**src/rtl/vga_timing.sv**
```systemverilog
// vga_timing: 640x480 VGA pixel-timing generator.
// Two cascaded counters (h_cnt, v_cnt) run off the pixel clock. A registered
// output stage decodes them, so every output describes the same pixel and lags
// the counters by one clock.
// Optional feature: define VGA_FRAME_COUNT_EN to get an 8-bit frame counter
// that steps on each vblank_start. Otherwise frame_count is tied to zero.

module vga_timing #(
    parameter int unsigned H_VISIBLE = 640,
    parameter int unsigned H_FRONT   = 16,
    parameter int unsigned H_SYNC    = 96,
    parameter int unsigned H_BACK    = 48,
    parameter int unsigned V_VISIBLE = 480,
    parameter int unsigned V_FRONT   = 10,
    parameter int unsigned V_SYNC    = 2,
    parameter int unsigned V_BACK    = 33,
    parameter bit          SYNC_POL  = 1'b0
) (
    input  logic       clk,
    input  logic       rst,
    output logic [9:0] haddr,
    output logic [9:0] vaddr,
    output logic       hsync,
    output logic       vsync,
    output logic       display_on,
    output logic       frame_start,
    output logic       vblank_start,
    output logic [7:0] frame_count
);

    localparam int unsigned H_TOTAL = H_VISIBLE + H_FRONT + H_SYNC + H_BACK;
    localparam int unsigned V_TOTAL = V_VISIBLE + V_FRONT + V_SYNC + V_BACK;

    // Both counters are 10 bits wide; reject geometries that cannot fit.
    if (H_TOTAL > 1024 || V_TOTAL > 1024) begin : g_size_check
        $error("vga_timing: H_TOTAL and V_TOTAL must fit in 10 bits");
    end

    localparam logic [9:0] H_LAST     = 10'(H_TOTAL - 1);
    localparam logic [9:0] V_LAST     = 10'(V_TOTAL - 1);
    localparam logic [9:0] H_VIS      = 10'(H_VISIBLE);
    localparam logic [9:0] V_VIS      = 10'(V_VISIBLE);
    localparam logic [9:0] HS_START   = 10'(H_VISIBLE + H_FRONT);
    localparam logic [9:0] HS_END     = 10'(H_VISIBLE + H_FRONT + H_SYNC);
    localparam logic [9:0] VS_START   = 10'(V_VISIBLE + V_FRONT);
    localparam logic [9:0] VS_END     = 10'(V_VISIBLE + V_FRONT + V_SYNC);

    logic [9:0] h_cnt_q, h_cnt_d;
    logic [9:0] v_cnt_q, v_cnt_d;

    logic hsync_d, vsync_d, display_on_d, frame_start_d, vblank_start_d;

    // Next-state for the cascaded pixel/line counters.
    always_comb begin
        h_cnt_d = h_cnt_q + 10'd1;
        v_cnt_d = v_cnt_q;
        if (h_cnt_q == H_LAST) begin
            h_cnt_d = 10'd0;
            if (v_cnt_q == V_LAST) begin
                v_cnt_d = 10'd0;
            end else begin
                v_cnt_d = v_cnt_q + 10'd1;
            end
        end
    end

    // Counter registers.
    always_ff @(posedge clk or posedge rst) begin
        if (rst) begin
            h_cnt_q <= 10'd0;
            v_cnt_q <= 10'd0;
        end else begin
            h_cnt_q <= h_cnt_d;
            v_cnt_q <= v_cnt_d;
        end
    end

    // Decode the current counter position into the next output values.
    always_comb begin
        hsync_d        = ~SYNC_POL;
        vsync_d        = ~SYNC_POL;
        display_on_d   = 1'b0;
        frame_start_d  = 1'b0;
        vblank_start_d = 1'b0;
        if (h_cnt_q >= HS_START && h_cnt_q < HS_END) begin
            hsync_d = SYNC_POL;
        end
        // vsync covers whole lines, independent of h_cnt.
        if (v_cnt_q >= VS_START && v_cnt_q < VS_END) begin
            vsync_d = SYNC_POL;
        end
        if (h_cnt_q < H_VIS && v_cnt_q < V_VIS) begin
            display_on_d = 1'b1;
        end
        if (h_cnt_q == 10'd0 && v_cnt_q == 10'd0) begin
            frame_start_d = 1'b1;
        end
        if (h_cnt_q == 10'd0 && v_cnt_q == V_VIS) begin
            vblank_start_d = 1'b1;
        end
    end

    // Output stage: all outputs update together and describe one pixel.
    always_ff @(posedge clk or posedge rst) begin
        if (rst) begin
            haddr        <= 10'd0;
            vaddr        <= 10'd0;
            hsync        <= ~SYNC_POL;
            vsync        <= ~SYNC_POL;
            display_on   <= 1'b0;
            frame_start  <= 1'b0;
            vblank_start <= 1'b0;
        end else begin
            haddr        <= h_cnt_q;
            vaddr        <= v_cnt_q;
            hsync        <= hsync_d;
            vsync        <= vsync_d;
            display_on   <= display_on_d;
            frame_start  <= frame_start_d;
            vblank_start <= vblank_start_d;
        end
    end

`ifdef VGA_FRAME_COUNT_EN
    logic [7:0] frame_count_q;

    // Step on the same edge that raises vblank_start, so the value is stable
    // across the whole visible area of the following frame.
    always_ff @(posedge clk or posedge rst) begin
        if (rst) begin
            frame_count_q <= 8'd0;
        end else if (vblank_start_d) begin
            frame_count_q <= frame_count_q + 8'd1;
        end
    end

    assign frame_count = frame_count_q;
`else
    assign frame_count = 8'd0;
`endif

endmodule

```
**config.mk**
```make
export PLATFORM = sky130hd
export DESIGN_NAME = vga_timing
export DESIGN_NICKNAME = d
export VERILOG_FILES = /design/src/rtl/vga_timing.sv
export SDC_FILE = /design/constraint.sdc
export NUM_CORES = 1
export LEC_CHECK = 0
export ABC_AREA = 1
export ABC_CLOCK_PERIOD_IN_PS = 1500
export CAP_MARGIN = 15
export CORE_AREA = 2 2 69 71
export CTS_CLUSTER_DIAMETER = 30
export CTS_CLUSTER_SIZE = 28
export DETAILED_ROUTE_END_ITERATION = 16
export DIE_AREA = 0 0 71 73
export PLACE_DENSITY = 0.71
export REMOVE_ABC_BUFFERS = 1
export SETUP_SLACK_MARGIN = 0.4
export SLEW_MARGIN = 20
export SYNTH_ARGS = -nofsm -noshare
export SYNTH_HDL_FRONTEND = slang
export SYNTH_SLANG_ARGS = --single-unit
```
**constraint.sdc**
```tcl
create_clock -name clk -period 1.5 [get_ports clk]
set_clock_uncertainty 0.05 [all_clocks]
set_input_delay 0.15 -clock clk [delete_from_list [all_inputs] [get_ports clk]]
set_output_delay 0.15 -clock clk [all_outputs]
set_load 0.02 [all_outputs]
```
* Yosys cells after proc, flatten, opt, wreduce, memory -nomap -nowiden
Cells that the tools add are included.
** Word-level totals
- Flip-flop bits (word level) :: 45
- Output and inout port bits :: 33
- Logic and storage cells :: 34
** Cells by class
- Add/subtract/negate cells :: 2
- $lt $le $gt $ge :: 6
- Eq/ne operators :: 3
- Mux-type cells :: 7
- Reduce and logical (&&, ||, !) cells :: 7
** Operator list (number)
- $add A10 B1 Y10 const B :: 2
- $eq A10 B10 Y1 const B :: 2
- $logic_not A10 Y1 :: 2
- $lt A10 B10 Y1 const B :: 2
- $lt A10 B9 Y1 const B :: 2
- $mux W10 :: 2
- $eq A10 B9 Y1 const B :: 1
- $ge A10 B10 Y1 const B :: 1
- $ge A10 B9 Y1 const B :: 1
- $logic_and A1 B1 Y1 :: 5
- $mux W1 :: 5

* Longest topological paths before layout
- Depth after elaboration :: 3
- Mapped depth :: 8

* Worst setup path before layout
Ideal clock, no wire load.
- Path kind :: reg2reg
- Start :: reg h_cnt_q[0]
- End :: reg v_cnt_q[9]
- Setup time :: 0.065 ns
- Arrival time :: 1.287 ns
- Required time :: 1.385 ns
- Slack :: 0.099 ns
- Cell stages (with the launch flop) :: 9
- Path buffers :: 1
- Clock period less this slack :: 1.401 ns
- Cell sequence :: dfrtp_1 > ha_1 > nand2_2 > nor2_4 > nand3_2 > nor2_4 > buf_6 > nand4_1 > nand2_1
** Between the ends
- Cells in the longest elaborated chain, start to end :: 1
** Ends and longest elaborated chain
- from (decl) :: line 48 : logic [9:0] h_cnt_q, h_cnt_d;
- from (signal assigned) :: line 73 : h_cnt_q <= h_cnt_d;
- $eq A10 B10 Y1 :: line 57 : if (h_cnt_q == H_LAST) begin
- to (signal assigned) :: line 74 : v_cnt_q <= v_cnt_d;
- to (decl) :: line 49 : logic [9:0] v_cnt_q, v_cnt_d;
No other way between the ends.
A chain may end at the register's enable or synchronous reset.

* Final worst setup path
- Start :: reg h_cnt_q[0]
- End :: reg v_cnt_q[5]
Same word-level chain as after synthesis.

==> metrics.md <==
| Metric | Value |
|---|---|
| 1st-iter DRT viols | 68 |
| Sequential element share of the synthesized area | 58.0% |
| Hold Buf Count CTS | 0 |
| Sequential Area | 1130 µm² |
| Mapped Cells | 203 |
| Area of the core | 4540 µm² |
| Max incr delay on CP | 350 ps |
| Worst path most repeated cell | nor2_4 |
| Fin crit period | 1460 ps |
| Setup WS pre-CTS | -55.2 ps |
| Final setup viols | 0 |
| H-tree level count | 2 |
| DRC | 0 |
| Mux cell area share after synthesis | 0% |
| Drt wl/cell | 13.0 µm |
| Reg2reg path depth | 8 |
| TritonRoute pass-1 iters | 4 |
| Min-delay worst type | in2async |
| Clock buffer depth | 2 |
| Final non-filler cell total | 321 |
| Final nets | 273 |
| Yosys cell types | 27 |
| Simple-Gate Fraction of Synth Area | 23.8% |
| Die area | 5180 µm² |
| Sequential cell fraction of total power | 60.1% |
| Site Rows | 25 |
| F_max | 686 MHz |
| CP Buf/Inv Count | 1 |
| CP endpoint | v_cnt_q[5]$_DFFE_PP0N_ |
| Crit path cell chain | ha_2 > nand2_2 > nor2_4 > nand3_2 > nor2_4 > inv_1 > nand2_1 > o21ai_1 |
| Area occupied by multi-input gates | 866 µm² |
| Overall Global Routing Usage | 17.3% |
| Synth Area per Inst | 9.58 µm² |
| Die span in x | 71 µm |
| Crit path max-delay family | simple AND/OR/NAND/NOR gates |
| Adder-Cell Fraction of Synth Area | 3.22% |
| Status | completed |
| Crit. path cell count | 8 |
| Net Sw Frac | 20.9% |
| Register-to-register setup slack | 40 ps |
| Final ANT Viol Nets | 0 |
| Chip height | 73 µm |
| Via density | 4.85 |
| PwrDens | 751 nW/µm² |
| Number of diodes | 0 |
| Seq cells post-synth | 45 |
| DP HPWL | 2620 µm |
| P_int | 1600 µW |
| Pin count of the biggest net entering global routing | 46 |
| Leak Pwr | 0.00139 µW |
| Largest family of logic cells by synthesized area | simple AND/OR/NAND/NOR gates |
| Final Worst Setup Slack | 41.7 ps |
| Crit Reg-Reg Endpoint | v_cnt_q[5]$_DFFE_PP0N_ |
| Crit end category | flop |
| GP Congestion | 0.865 |
| Comb pwr share | 2.4% |
| Starting Density | 42.9% |
| Sw power | 423 µW |
| Max Slew Vio Count | 0 |
| Fin crit share | 97.2% |
| Initial antenna violation count | 0 |
| # IOs | 35 |
| Number of buffers created by CTS | 5 |
| CP Class | reg2reg |
| Fin util | 59.2% |
| Layout cells sized above 1 | 43.8% |
| Synth Area in XOR/XNOR | 2.70% |
| Worst EP required | 1620 ps |
| Mapped cell area | 1950 µm² |
| Root Buffer | clkbuf_8 |
| Final-report hold violation count | 0 |
| Number of global-route vias before repair | 1,429 |
| Peak supply drop | 0.000319 V |
| Global-route wire length before repair | 6870 µm |
| Placed instance count | 293 |
| CP Max Fanout | 5 |
| Final setup TNS | 0 ps |
| Max cap viols | 0 |
| RSZ-0062 raised after global routing | true |
| Reg2reg start | h_cnt_q[0]$_DFF_PP0_ |
| Fill cells | 373 |
| Worst EP arrival | 1580 ps |
| CTS tree | yes |
| GR Overflow Total | 0 |
| Synth warn | 0 |
| Clock Sinks | 45 |
| Area Growth Syn to Fin | 38.1% |
| CP startpoint | h_cnt_q[0]$_DFF_PP0_ |
| Worst-Skew Late Latency | 300 ps |
| Post-synthesis compound-gate area fraction | 3.54% |
| Slowest cell on crit path | dfrtp_1 |
| Via count | 1,558 |
| Hold WS | 147 ps |
| Startpoint types | flop |
| Clk pin slew, worst setup/hold paths | 80 ps |
| Input/output buffers | 26 |
| Clock share of power | 37.5% |
| Total wire length | 4160 µm |
flip-flops by register name, indices dropped and copies added, names as in the netlist, 10 cells and up:
register	cells
vaddr	10
v_cnt_q	10
h_cnt_q	10
haddr	10
worst reg2reg max path: stages (launching register included):
cell and delay [ps]:
dfrtp_1 350, ha_2 200, nand2_2 80, nor2_4 120
nand3_2 100, nor2_4 140, inv_1 120, nand2_1 100
o21ai_1 80
kinds of logic (layout without fill, tap and decap cells):
logic type / Yosys count / count (layout)
other cells: 1 / 8
compound gates: 12 / 12
buf+inv: 34 / 91
simple gates: 100 / 100
flops: 45 / 45
xor+xnor: 6 / 6
fa+ha+maj: 5 / 5
power groups by stage:
stage,combinational [µW],sequential (µW),clock [µW]
2_1_floorplan,35.0,1240,0
3_3_place_gp,50.3,1240,0
3_5_place_dp,50.8,1240,0
4_1_cts,50.9,1210,780
5_1_grt,55.6,1210,827
6_report,48.7,1210,757
cell usage after synthesis, drive strengths merged:
master	count	area, µm²
ha	5	62.6
dfrtp	43	1080
buf	10	76.3
xor2	5	43.8
dfstp	2	52.6
nor3	5	25.0
o221ai	1	8.76
a22oi	1	7.51
o21bai	1	7.51
nand3	15	80.1
nor2	31	136
nand4	6	52.6
conb	1	3.75
xnor2	1	8.76
a21oi	1	5.00
inv	24	90.1
nand2	41	156
o21ai	8	40.0
nor4	2	12.5
routing by layer:
metal | vias up | part of all wire, % | GRT usage (%)
met3 | 11 | 4.6 | 3.45
met2 | 51 | 48 | 27.2
met5 | - | 0 | 0
met1 | 737 | 44 | 23.3
met4 | 0 | 2.6 | 7.97
li1 | 759 | - | -
what timing repair did:
action	4_1_cts	5_1_grt
setup endpoints to repair	49	28
pin swaps	15	8
resized for setup	132	37
buffers inserted	15	5
layout by cell type, fill, tap and decap left out, drive strengths merged:
cell type / n
nand2: 41
nor2: 31
o221ai: 1
buf: 58
xnor2: 1
dfstp: 2
nor4: 2
clkbuf: 8
xor2: 5
ha: 5
nand3: 15
clkinv: 1
a21oi: 1
a22oi: 1
clkdlybuf4s50: 1
o21ai: 8
nor3: 5
o21bai: 1
nand4: 6
dfrtp: 43
conb: 8
inv: 23
metrics by stage:
stage	total power, µW	cell area [µm²]
after floorplan	1270	1900
after global placement	1290	2350
after detailed placement	1290	2350
after CTS	2040	2550
after global routing	2090	2690
final	2020	2690
how the worst min path moves through the flow:
stage | depth (start not counted) | endpoint | startpoint | slack [ps]
after floorplan | 0 | haddr[3]$_DFF_PP0_ | h_cnt_q[3]$_DFF_PP0_ | 320
after global placement | 0 | haddr[3]$_DFF_PP0_ | h_cnt_q[3]$_DFF_PP0_ | 340
after detailed placement | 0 | haddr[3]$_DFF_PP0_ | h_cnt_q[3]$_DFF_PP0_ | 350
after CTS | 3 | v_cnt_q[9]$_DFFE_PP0N_ | rst | 160
after global routing | 3 | vaddr[9]$_DFF_PP0_ | rst | 160
final | 3 | vaddr[9]$_DFF_PP0_ | rst | 150
area by class of cell:
type	instances	area share [%]
Inverter	24	3.45
Multi-Input combinational cell	131	32.2
Clock buffer	8	3.35
Timing Repair Buffer	59	16.2
Sequential cell	45	42.2
Tap cell	54	2.52
Power figures use the tool's default switching activity.
